--- src/rtl/control_surface_scanner.sv ---
// ---------------------------------------------------------------------------
// control_surface_scanner
//
// Front-end for the synth's physical controls. Quadrature encoders are
// synchronised and decoded into saturating dial values. Active-low switches
// are synchronised, sampled on a slow tick and debounced. Every change to a
// dial value or switch state marks its channel pending. A round-robin arbiter
// then presents one change event at a time on a valid/ready port.
//
// Ports
//   clk           in   system clock
//   reset         in   asynchronous, active-high reset
//   quadA/quadB   in   raw encoder phases, one bit per dial (asynchronous)
//   switches_n    in   raw switches, active-low (asynchronous)
//   dial_values   out  dial d at [d*VALUE_BITS +: VALUE_BITS]
//   switch_state  out  debounced switch state, 1 = pressed
//   evt_valid     out  an event is presented
//   evt_ready     in   consumer accepts the presented event
//   evt_index     out  channel: dials 0..NUM_DIALS-1, then switches
//   evt_value     out  dial value, or the switch state in bit 0
//
// Handshake: an event transfers on any cycle where evt_valid && evt_ready.
// While evt_valid is high and evt_ready is low, evt_index and evt_value hold.
// evt_valid drops only after a transfer. The arbiter may load the next event
// in the same cycle as a transfer.
// ---------------------------------------------------------------------------
module control_surface_scanner #(
    parameter int NUM_DIALS    = 5,
    parameter int NUM_SWITCHES = 8,
    parameter int VALUE_BITS   = 7,
    parameter int DIAL_INIT    = 64,
    parameter int TICK_CYCLES  = 4000,
    parameter int IDX_BITS     = 4
) (
    input  logic                            clk,
    input  logic                            reset,
    input  logic [NUM_DIALS-1:0]            quadA,
    input  logic [NUM_DIALS-1:0]            quadB,
    input  logic [NUM_SWITCHES-1:0]         switches_n,
    output logic [NUM_DIALS*VALUE_BITS-1:0] dial_values,
    output logic [NUM_SWITCHES-1:0]         switch_state,
    output logic                            evt_valid,
    input  logic                            evt_ready,
    output logic [IDX_BITS-1:0]             evt_index,
    output logic [VALUE_BITS-1:0]           evt_value
);

    localparam int NUM_CH = NUM_DIALS + NUM_SWITCHES;
    localparam int TW     = (TICK_CYCLES > 1) ? $clog2(TICK_CYCLES) : 1;
    localparam logic [VALUE_BITS-1:0] VMAX  = '1;
    localparam logic [VALUE_BITS-1:0] VINIT = VALUE_BITS'(DIAL_INIT);

    // Position of an {A,B} code along the forward sequence 00->10->11->01.
    function automatic logic [1:0] gray_pos(input logic [1:0] ab);
        case (ab)
            2'b00:   gray_pos = 2'd0;
            2'b10:   gray_pos = 2'd1;
            2'b11:   gray_pos = 2'd2;
            default: gray_pos = 2'd3;
        endcase
    endfunction

    // 1 = forward step, 3 = reverse step, 2 = both bits flipped, 0 = idle.
    function automatic logic [1:0] step_of(input logic [1:0] prev_ab, input logic [1:0] cur_ab);
        step_of = gray_pos(cur_ab) - gray_pos(prev_ab);
    endfunction

    // ---------------- input synchronisers ----------------
    logic [NUM_DIALS-1:0]    r_qa_s1, r_qa_s2, r_qb_s1, r_qb_s2;
    logic [NUM_SWITCHES-1:0] r_sw_s1, r_sw_s2;

    always_ff @(posedge clk or posedge reset) begin
        if (reset) begin
            r_qa_s1 <= '0;
            r_qa_s2 <= '0;
            r_qb_s1 <= '0;
            r_qb_s2 <= '0;
            r_sw_s1 <= '0;
            r_sw_s2 <= '0;
        end else begin
            r_qa_s1 <= quadA;
            r_qa_s2 <= r_qa_s1;
            r_qb_s1 <= quadB;
            r_qb_s2 <= r_qb_s1;
            r_sw_s1 <= switches_n;
            r_sw_s2 <= r_sw_s1;
        end
    end

    // ---------------- quadrature decode ----------------
    logic [1:0]            r_ab_ref [NUM_DIALS];
    logic [1:0]            r_phase  [NUM_DIALS];
    logic [VALUE_BITS-1:0] r_dial   [NUM_DIALS];
    logic [1:0]            w_phase_nxt [NUM_DIALS];
    logic [VALUE_BITS-1:0] w_dial_nxt  [NUM_DIALS];
    logic [NUM_DIALS-1:0]  w_dial_chg;

    // The value moves only when the phase counter wraps, so one detent (four
    // edges) gives one step. A step clipped at either end is not a change.
    always_comb begin
        w_dial_chg = '0;
        for (int d = 0; d < NUM_DIALS; d++) begin
            w_phase_nxt[d] = r_phase[d];
            w_dial_nxt[d]  = r_dial[d];
            case (step_of(r_ab_ref[d], {r_qa_s2[d], r_qb_s2[d]}))
                2'd1: begin
                    w_phase_nxt[d] = r_phase[d] + 2'd1;
                    if (r_phase[d] == 2'd3 && r_dial[d] != VMAX) begin
                        w_dial_nxt[d] = r_dial[d] + 1'b1;
                        w_dial_chg[d] = 1'b1;
                    end
                end
                2'd3: begin
                    w_phase_nxt[d] = r_phase[d] - 2'd1;
                    if (r_phase[d] == 2'd0 && r_dial[d] != '0) begin
                        w_dial_nxt[d] = r_dial[d] - 1'b1;
                        w_dial_chg[d] = 1'b1;
                    end
                end
                default: ;
            endcase
        end
    end

    // The reference always follows the synced code, so after an illegal
    // jump the next edge is decoded from the new code.
    always_ff @(posedge clk or posedge reset) begin
        if (reset) begin
            for (int d = 0; d < NUM_DIALS; d++) begin
                r_ab_ref[d] <= 2'b00;
                r_phase[d]  <= 2'd0;
                r_dial[d]   <= VINIT;
            end
        end else begin
            for (int d = 0; d < NUM_DIALS; d++) begin
                r_ab_ref[d] <= {r_qa_s2[d], r_qb_s2[d]};
                r_phase[d]  <= w_phase_nxt[d];
                r_dial[d]   <= w_dial_nxt[d];
            end
        end
    end

    // ---------------- switch debounce ----------------
    logic [TW-1:0]           r_tick_cnt;
    logic                    w_tick;
    logic [3:0]              r_hist [NUM_SWITCHES];
    logic [NUM_SWITCHES-1:0] r_sw_state, w_sw_nxt, w_sw_chg;

    assign w_tick = (r_tick_cnt == TW'(TICK_CYCLES - 1));

    always_ff @(posedge clk or posedge reset) begin
        if (reset) begin
            r_tick_cnt <= '0;
            for (int i = 0; i < NUM_SWITCHES; i++) begin
                r_hist[i] <= 4'h0;
            end
        end else begin
            r_tick_cnt <= w_tick ? '0 : r_tick_cnt + 1'b1;
            if (w_tick) begin
                for (int i = 0; i < NUM_SWITCHES; i++) begin
                    r_hist[i] <= {r_hist[i][2:0], ~r_sw_s2[i]};
                end
            end
        end
    end

    always_comb begin
        w_sw_nxt = r_sw_state;
        w_sw_chg = '0;
        for (int i = 0; i < NUM_SWITCHES; i++) begin
            if (r_hist[i] == 4'hF && !r_sw_state[i]) begin
                w_sw_nxt[i] = 1'b1;
                w_sw_chg[i] = 1'b1;
            end else if (r_hist[i] == 4'h0 && r_sw_state[i]) begin
                w_sw_nxt[i] = 1'b0;
                w_sw_chg[i] = 1'b1;
            end
        end
    end

    always_ff @(posedge clk or posedge reset) begin
        if (reset) begin
            r_sw_state <= '0;
        end else begin
            r_sw_state <= w_sw_nxt;
        end
    end

    // ---------------- change tracking and arbitration ----------------
    logic [NUM_CH-1:0]     r_chg;       // registered alongside the value update
    logic [NUM_CH-1:0]     r_pending;
    logic [NUM_CH-1:0]     w_clr, w_pend_eff;
    logic [VALUE_BITS-1:0] w_ch_val [NUM_CH];
    logic                  r_evt_valid;
    logic [IDX_BITS-1:0]   r_evt_idx, r_last;
    logic [VALUE_BITS-1:0] r_evt_val;
    logic                  w_hs, w_load;
    logic                  w_found_hi, w_found_lo, w_any;
    logic [IDX_BITS-1:0]   w_sel_hi, w_sel_lo, w_sel;
    logic [VALUE_BITS-1:0] w_sel_val;

    assign w_hs   = r_evt_valid & evt_ready;
    assign w_load = ~r_evt_valid | w_hs;

    always_comb begin
        for (int c = 0; c < NUM_DIALS; c++) begin
            w_ch_val[c] = r_dial[c];
        end
        for (int s = 0; s < NUM_SWITCHES; s++) begin
            w_ch_val[NUM_DIALS + s] = VALUE_BITS'(r_sw_state[s]);
        end
    end

    // A transfer retires the granted channel. A change arriving in the same
    // cycle is OR-ed back in below, so the new change still produces an event.
    always_comb begin
        w_clr = '0;
        for (int c = 0; c < NUM_CH; c++) begin
            w_clr[c] = w_hs && (r_evt_idx == IDX_BITS'(c));
        end
    end

    assign w_pend_eff = r_pending & ~w_clr;

    // Round-robin: lowest pending index above the last grant, else the lowest
    // pending index overall. Scanning downwards lets the lowest index win.
    always_comb begin
        w_found_hi = 1'b0;
        w_found_lo = 1'b0;
        w_sel_hi   = '0;
        w_sel_lo   = '0;
        for (int c = NUM_CH - 1; c >= 0; c--) begin
            if (w_pend_eff[c]) begin
                if (IDX_BITS'(c) > r_last) begin
                    w_found_hi = 1'b1;
                    w_sel_hi   = IDX_BITS'(c);
                end else begin
                    w_found_lo = 1'b1;
                    w_sel_lo   = IDX_BITS'(c);
                end
            end
        end
        w_any = w_found_hi | w_found_lo;
        w_sel = w_found_hi ? w_sel_hi : w_sel_lo;
    end

    always_comb begin
        w_sel_val = '0;
        for (int c = 0; c < NUM_CH; c++) begin
            if (w_sel == IDX_BITS'(c)) begin
                w_sel_val = w_ch_val[c];
            end
        end
    end

    always_ff @(posedge clk or posedge reset) begin
        if (reset) begin
            r_chg     <= '0;
            r_pending <= '0;
        end else begin
            r_chg     <= {w_sw_chg, w_dial_chg};
            r_pending <= w_pend_eff | r_chg;
        end
    end

    always_ff @(posedge clk or posedge reset) begin
        if (reset) begin
            r_evt_valid <= 1'b0;
            r_evt_idx   <= '0;
            r_evt_val   <= '0;
            r_last      <= IDX_BITS'(NUM_CH - 1);
        end else if (w_load) begin
            if (w_any) begin
                r_evt_valid <= 1'b1;
                r_evt_idx   <= w_sel;
                r_evt_val   <= w_sel_val;
                r_last      <= w_sel;
            end else begin
                r_evt_valid <= 1'b0;
            end
        end
    end

    // ---------------- outputs ----------------
    for (genvar g = 0; g < NUM_DIALS; g++) begin : g_dial_out
        assign dial_values[g*VALUE_BITS +: VALUE_BITS] = r_dial[g];
    end

    assign switch_state = r_sw_state;
    assign evt_valid    = r_evt_valid;
    assign evt_index    = r_evt_idx;
    assign evt_value    = r_evt_val;

endmodule

--- config.mk ---
export PLATFORM = sky130hd
export DESIGN_NAME = control_surface_scanner
export DESIGN_NICKNAME = d
export VERILOG_FILES = /design/src/rtl/control_surface_scanner.sv
export SDC_FILE = /design/constraint.sdc
export NUM_CORES = 1
export LEC_CHECK = 0
export ABC_AREA = 1
export CORE_AREA = 5 5 150 152
export CTS_BUF_LIST = sky130_fd_sc_hd__clkbuf_8 sky130_fd_sc_hd__clkbuf_16
export DETAILED_ROUTE_END_ITERATION = 8
export DIE_AREA = 0 0 155 157
export PLACE_DENSITY = 0.68
export SYNTH_ARGS = -nofsm -noshare
export SYNTH_HDL_FRONTEND = slang
export SYNTH_SLANG_ARGS = --single-unit
--- constraint.sdc ---
create_clock -name clk -period 9.9 [get_ports clk]
set_input_delay 2.475 -clock clk [delete_from_list [all_inputs] [get_ports clk]]
set_output_delay 2.475 -clock clk [all_outputs]
set_load 0.02 [all_outputs]
* After elaboration in Yosys (flattened, before gate mapping) *
Cells that the tools add are included.

word-level totals
  register bits = 185
  word-level logic and storage cells = 474
  input port bits = 21
  output and inout bits = 55

cells by class
  equal/unequal tests = 83
  magnitude comparators = 13
  mux-type cells = 197
  reductions and logical operators = 96
  add/sub/neg operators = 26
  bitwise logic cells = 15

operators with widths
  operator             number
  $mux 4               53
  $mux 7               23
  $mux 1               95
  $eq 4x4->1 const B   18
  $pmux 7 s2           5
  $eq 2x2->1 const B   30
  $pmux 2 s3           10
  $logic_not 4->1      10
  $logic_and 1x1->1    39
  $add 7x1->7 const B  5
  $ne 7x7->1 const B   5
  $reduce_bool 7->1    5
  $sub 7x1->7 const B  5
  $eq 4x3->1 const B   8
  $logic_not 2->1      15
  $reduce_bool 2->1    13
  $gt 4x4->1 const A   5
  $ne 2x2->1 const B   10
  $pmux 2 s2           5
  $eq 4x2->1 const B   4
  $gt 3x4->1 const A   4
  $reduce_and 3->1     5
  $and 13x13->13       1
  $not 13->13          1
  17 further kinds     56

* Logic depth before layout (Yosys ltp) *
  word-level depth = 44
  gate-level depth with buffers = 25
  depth with buffers taken out = 24

* Worst setup path after synthesis *
No wires, ideal clock.

  kind = input-to-reg
  from = input port evt_ready
  to = register r_evt_val[0] (netlist: evt_value[0])
  stages = 24
  data arrival time = 4401 ps
  buffers on the path = 1
  path slack = 5382 ps
  required time = 9784 ps
  library setup time = 116 ps
  cell sequence = nand2_1 -> inv_2 -> nand2_1 -> o21ai_2 -> inv_2 -> nand2_2 -> nand2_2 -> nor2_4 -> nand2_4 -> nor2_8 -> nand2_4 -> inv_2 -> nand2_1 -> nand3_2 -> buf_6 -> nor2_2 -> nand3_1 -> nand4_1 -> nor2_1 -> nand4_1 -> nand2_1 -> nand4_1 -> nand2_1 -> nand2_1

on the way
  longest elaborated chain between the ends = 44
  elaborated cells on any way between the ends = 146
  those cells by class = eq/ne: 12; mux: 114; bitwise: 5; reduce/logical: 15

ends and longest elaborated chain
  what                                     line  RTL
  start: declaration                       43    input logic evt_ready,
  $and 1x1->1 (*)                          202   assign w_hs = r_evt_valid & evt_ready;
  $logic_and 1x1->1                        219   w_clr[c] = w_hs && (r_evt_idx == IDX_BITS'(c));
  $not 13->13                              223   assign w_pend_eff = r_pending & ~w_clr;
  $and 13x13->13                           223
  $mux 4 / $mux 1 (equally long branches)  233   if (w_pend_eff[c]) begin
  $mux 4 / $mux 1 (equally long branches)  234   if (IDX_BITS'(c) > r_last) begin
  $mux 4 / $mux 1 (equally long branches)  233
  $mux 4 / $mux 1 (equally long branches)  234
  [... 16 more ...]                        -
  $mux 4 / $mux 1 (equally long branches)  233
  $mux 4 / $mux 1 (equally long branches)  234
  $mux 4 / $mux 1 (equally long branches)  233
  $mux 4 / $mux 1 (equally long branches)  234
  $mux 4 / $mux 1 (equally long branches)  233
  $mux 4                                   244   w_sel = w_found_hi ? w_sel_hi : w_sel_lo;
  $logic_not 4->1                          250   if (w_sel == IDX_BITS'(c)) begin
  $mux 7 (13 in series)                    250
  end signal: assignment                   276   r_evt_val <= w_sel_val;
  end: declaration                         196   logic [VALUE_BITS-1:0] r_evt_val;

Every way passes the cells marked *; elsewhere a longest branch is shown, timed or not.
A chain may end at the register's enable or synchronous reset.

* Final worst setup path *
Ends and elaborated chain as after synthesis.

==> run summary <==
In this run the deepest clock path goes through 2 buffers. Counting the fill cells in the layout gives 1888. The ratio of cells with drive above 1 in the final layout was 10.8%.

For this run, design rule violations remaining after detail routing come to 0. STA puts the critical path data arrival time at 5.60 ns. The area growth from synthesis to final layout came out at 17.9%. Once the clock tree was built, the resizer swapped 0 gates to a different size. Clock-pin slew was measured on the worst setup and hold paths at 0.07 ns.

Average via count per standard cell: 5.00. The area enclosed by the die boundary is 24300 µm², and the total setup buffers inserted after CTS is 0. The synthesized netlist devotes 10.1% of its cell area to compound gates. The share of total power dissipated in the clock network is 20.9%.

Yosys attributes the largest share of cell area to dfrtp_1, nand2_1, ha_1. Per report_power, the sequential group accounts for 32.8% of the total. The mean post-synth cell area was 8.92 µm²; the violation count after the first detailed-routing iteration was 449. Dividing total power by cell area gives a power density of 298 nW/µm². The run gives 46.3% as the combinational cell fraction of total power. The run finished with clean final reports.

The fraction of power spent switching nets is 43.1%, and the net switching component of the power is 1.41 mW. In this run the worst path has a maximum fanout of 12. The number of max-slew violations in the final report is 0, and the number of enable flip-flop cells after synthesis is 0.

The floorplan has 53 rows. After Yosys synthesis, full adders, half adders and majority gates account for 7.41% of the synthesized area. The tools report the number of max-cap violations as 0. For this run the aggregate overflow at the end of global routing stands at 0. For the final weighted congestion in routability-driven placement, the log shows 0.880.

Including well taps, the total number of placed cells is 1380. Detailed-router iteration count before antenna repair: 6. Classification of the worst setup path: in -> reg.

The number of antenna violations at the first check in global routing came out at 0. dfrtp_1 takes more of the synthesized area than any other cell. Measured against the total synthesized area, the mux share comes to 0%.

The tools report the effective utilization at floorplan as 44.5%. The number of hold-slack violations in the final timing report is 0. In this run, post-CTS hold repair placed 0 buffers. Yosys printed 0 warnings. Clock tree root buffer cell: clkbuf_16. The slew at the pin closest to its max-slew limit was 0.887 ns.

The tools report the all-layer global routing usage as 18.1%. Setup repair after global routing left no endpoint under its margin. Static timing analysis puts the maximum clock frequency at 191 MHz. The worst path needs 5.23 ns of the cycle, external delays included. The cell depth of the worst flop-to-flop path was 15. Critical path capture point type: a register. Cells fill 52.4% of the core in the end. Synthesis instantiated 49 different standard cells from the library. The tools report the sort of element at the start of the critical path as an input pin. In this run, synthesis produced a sequential element count of 183. The final layout contains 1197 nets.

The routed wirelength normalized by instance count came out at 14.5 µm. The H-tree depth is 4, and the required time at the endpoint of the critical path is 10.27 ns. By instance count, the leading cell after synthesis is nand2_1.

The number of routed nets with antenna violations is 0. TritonCTS built the clock tree. Synthesis produced a netlist whose cell count is 1042. The share of synthesized registers carrying an async set or reset was 100%; the area of the placeable core was 20900 µm². Headroom to the max-slew limit came out at 40.9%.

The clock latency on the worst-skew pair was 0.43 ns; the sum of negative setup slack was 0 ns. The run gives 7069 as the via count of the first global-routing pass. For this run, the leading register cell type out of synthesis is dfrtp_1. After Yosys synthesis, and, or, nand and nor cells account for 21.6% of the synthesized area.

The number of placed I/O pins came out at 76. In this run the worst hold path is classified as reg -> reg. The chip height was 157 µm.

The final instance count without filler cells was 1412. Ranked by instance count, the synthesized netlist is headed by nand2_1, dfrtp_1, inv_1. In this run the static leakage power is 5.21 nW.

After synthesis, flip-flops and latches occupy 49.4% of the total area. The final critical path takes up 52.8% of the cycle. The first global-routing pass estimated 35500 µm of wire. The number of antenna diodes in the final layout is 0. For this block, the via count after detailed routing is 7063. The clock arrives with 0.00812 ns of skew.

The number of nets produced by synthesis was 1115. The worst hold path was traced through 0 stages. The run gives 0.126 mV as the worst IR drop on VDD. Cell internal power was estimated by the tool at 1.86 mW. Of the post-synthesis cell area, the dominant cell type holds 47.4%. TritonCTS created 17 clock buffers. Summing the areas of all xor and xnor instances in the mapped netlist gives 4.24% of the synthesized area. The final number of setup-violating endpoints is 0. The horizontal die dimension is 155 µm, and the netlist area before placement is 9290 µm². The number of sinks on the clock net is 183. Wires add up to 20500 µm. The number of I/O port buffers came out at 75. Entering global routing, the biggest net connects 113 pins. After synthesis, the largest family of logic cells by area is simple AND/OR/NAND/NOR gates. For the half-perimeter wire length of the detailed placement result, the log shows 15300 µm.
==> kinds of logic after synthesis <==
kind of cell | count (synthesis)
AO/OA/AOI/OAI | 170
XOR/XNOR | 45
adder cells (fa/ha/maj) | 52
buffers and inverters | 175
flip-flops | 183
AND/OR/NAND/NOR | 417
==> cell type report <==
class / instances / area (µm²) / area share (%)
clock buffer: 18 / 439 / 4.01
tap: 275 / 344 / 3.14
inverter: 159 / 604 / 5.52
clock inverter: 14 / 159 / 1.45
multi-input combinational: 684 / 4040 / 36.9
sequential: 183 / 4590 / 41.9
timing repair buffer: 79 / 781 / 7.13
==> worst max-delay path, cell delays in order <==
cell and delay (ns):
clkdlybuf4s50_1 0.47, nand2_1 0.15, inv_2 0.14, nand2_1 0.11, nor2_2 0.14, nor2_4 0.05, inv_1 0.07, nand2_1 0.05
nand2_1 0.05, nand2_1 0.05, nand2_1 0.07, nand2_1 0.05, nand2_1 0.05, nand2_1 0.04, nand2_1 0.07, nand3_2 0.29
nor2_2 0.30, nand3_1 0.37, nor2_1 0.23, nor2_1 0.07, nand4_1 0.06, nand2_1 0.05, nand4_1 0.06, nand2_1 0.06
nand2_1 0.05
==> layer usage <==
metal	vias to the layer above	track usage, %	wire length (µm)
li1	3556	-	-
met1	3359	23.9	9380
met2	132	30.5	10000
met3	16	3.85	842
met4	0	4.54	274
met5	-	0	0
==> sequential cells by signal, indices dropped and copies added, names as in the netlist, 8 cells and up <==
name and cells:
r_ab_ref 10, r_hist 32, r_pending 13, r_tick_cnt 12
dial_values 35, r_chg 13, r_sw_s2 8, r_sw_s1 8
switch_state 8, r_phase 10
==> power by group through the flow <==
stage | Sequential, mW | Combinational, mW | Clock (mW)
after floorplan | 1.13 | 1.01 | 0
after global placement | 1.08 | 1.48 | 0
after detailed placement | 1.08 | 1.51 | 0
after CTS | 1.07 | 1.52 | 0.700
after global routing | 1.09 | 1.69 | 0.734
final | 1.07 | 1.51 | 0.684
==> worst paths after layout <==
| kind | startpoint | endpoint | slack (ns) |
|---|---|---|---|
| max in group asynchronous | reset | evt_index[0] | 5.91 |
| max reg2reg | r_qa_s2[2] | dial_values[20] | 6.50 |
| min reg2reg | r_qa_s1[0] | r_qa_s2[0] | 0.35 |
| min | r_qa_s1[0] | r_qa_s2[0] | 0.35 |
| max | evt_ready | evt_value[0] | 4.67 |
| min in group asynchronous | reset | r_qa_s2[0] | 2.58 |
==> cell usage in the layout (no fill, tap or decap), types with 17 or more instances in the layout <==
cell type,Yosys,routed
ha_1,47,47
o21ai_0,81,81
a21oi_1,41,41
nand3_1,48,48
nand4_1,28,28
nor3_1,18,18
clkbuf_16,0,17
nand2_1,184,184
dfrtp_1,176,176
xor2_1,28,28
inv_1,143,143
xnor2_1,17,17
clkdlybuf4s50_1,0,75
o21ai_1,17,17
nor2_1,64,64
or2_2,24,24
==> through the flow <==
step / power [mW] / hold slack (ns) / area, µm² / worst slack, ns
6_report: 3.27 / 0.349 / 11000 / 4.67
3_3_place_gp: 2.56 / 0.332 / 10400 / 4.35
3_5_place_dp: 2.59 / 0.335 / 10400 / 4.26
4_1_cts: 3.29 / 0.351 / 11000 / 4.71
2_1_floorplan: 2.14 / 0.331 / 9290 / 2.46
5_1_grt: 3.52 / 0.352 / 11000 / 4.28
Power figures use the tool's default switching activity.
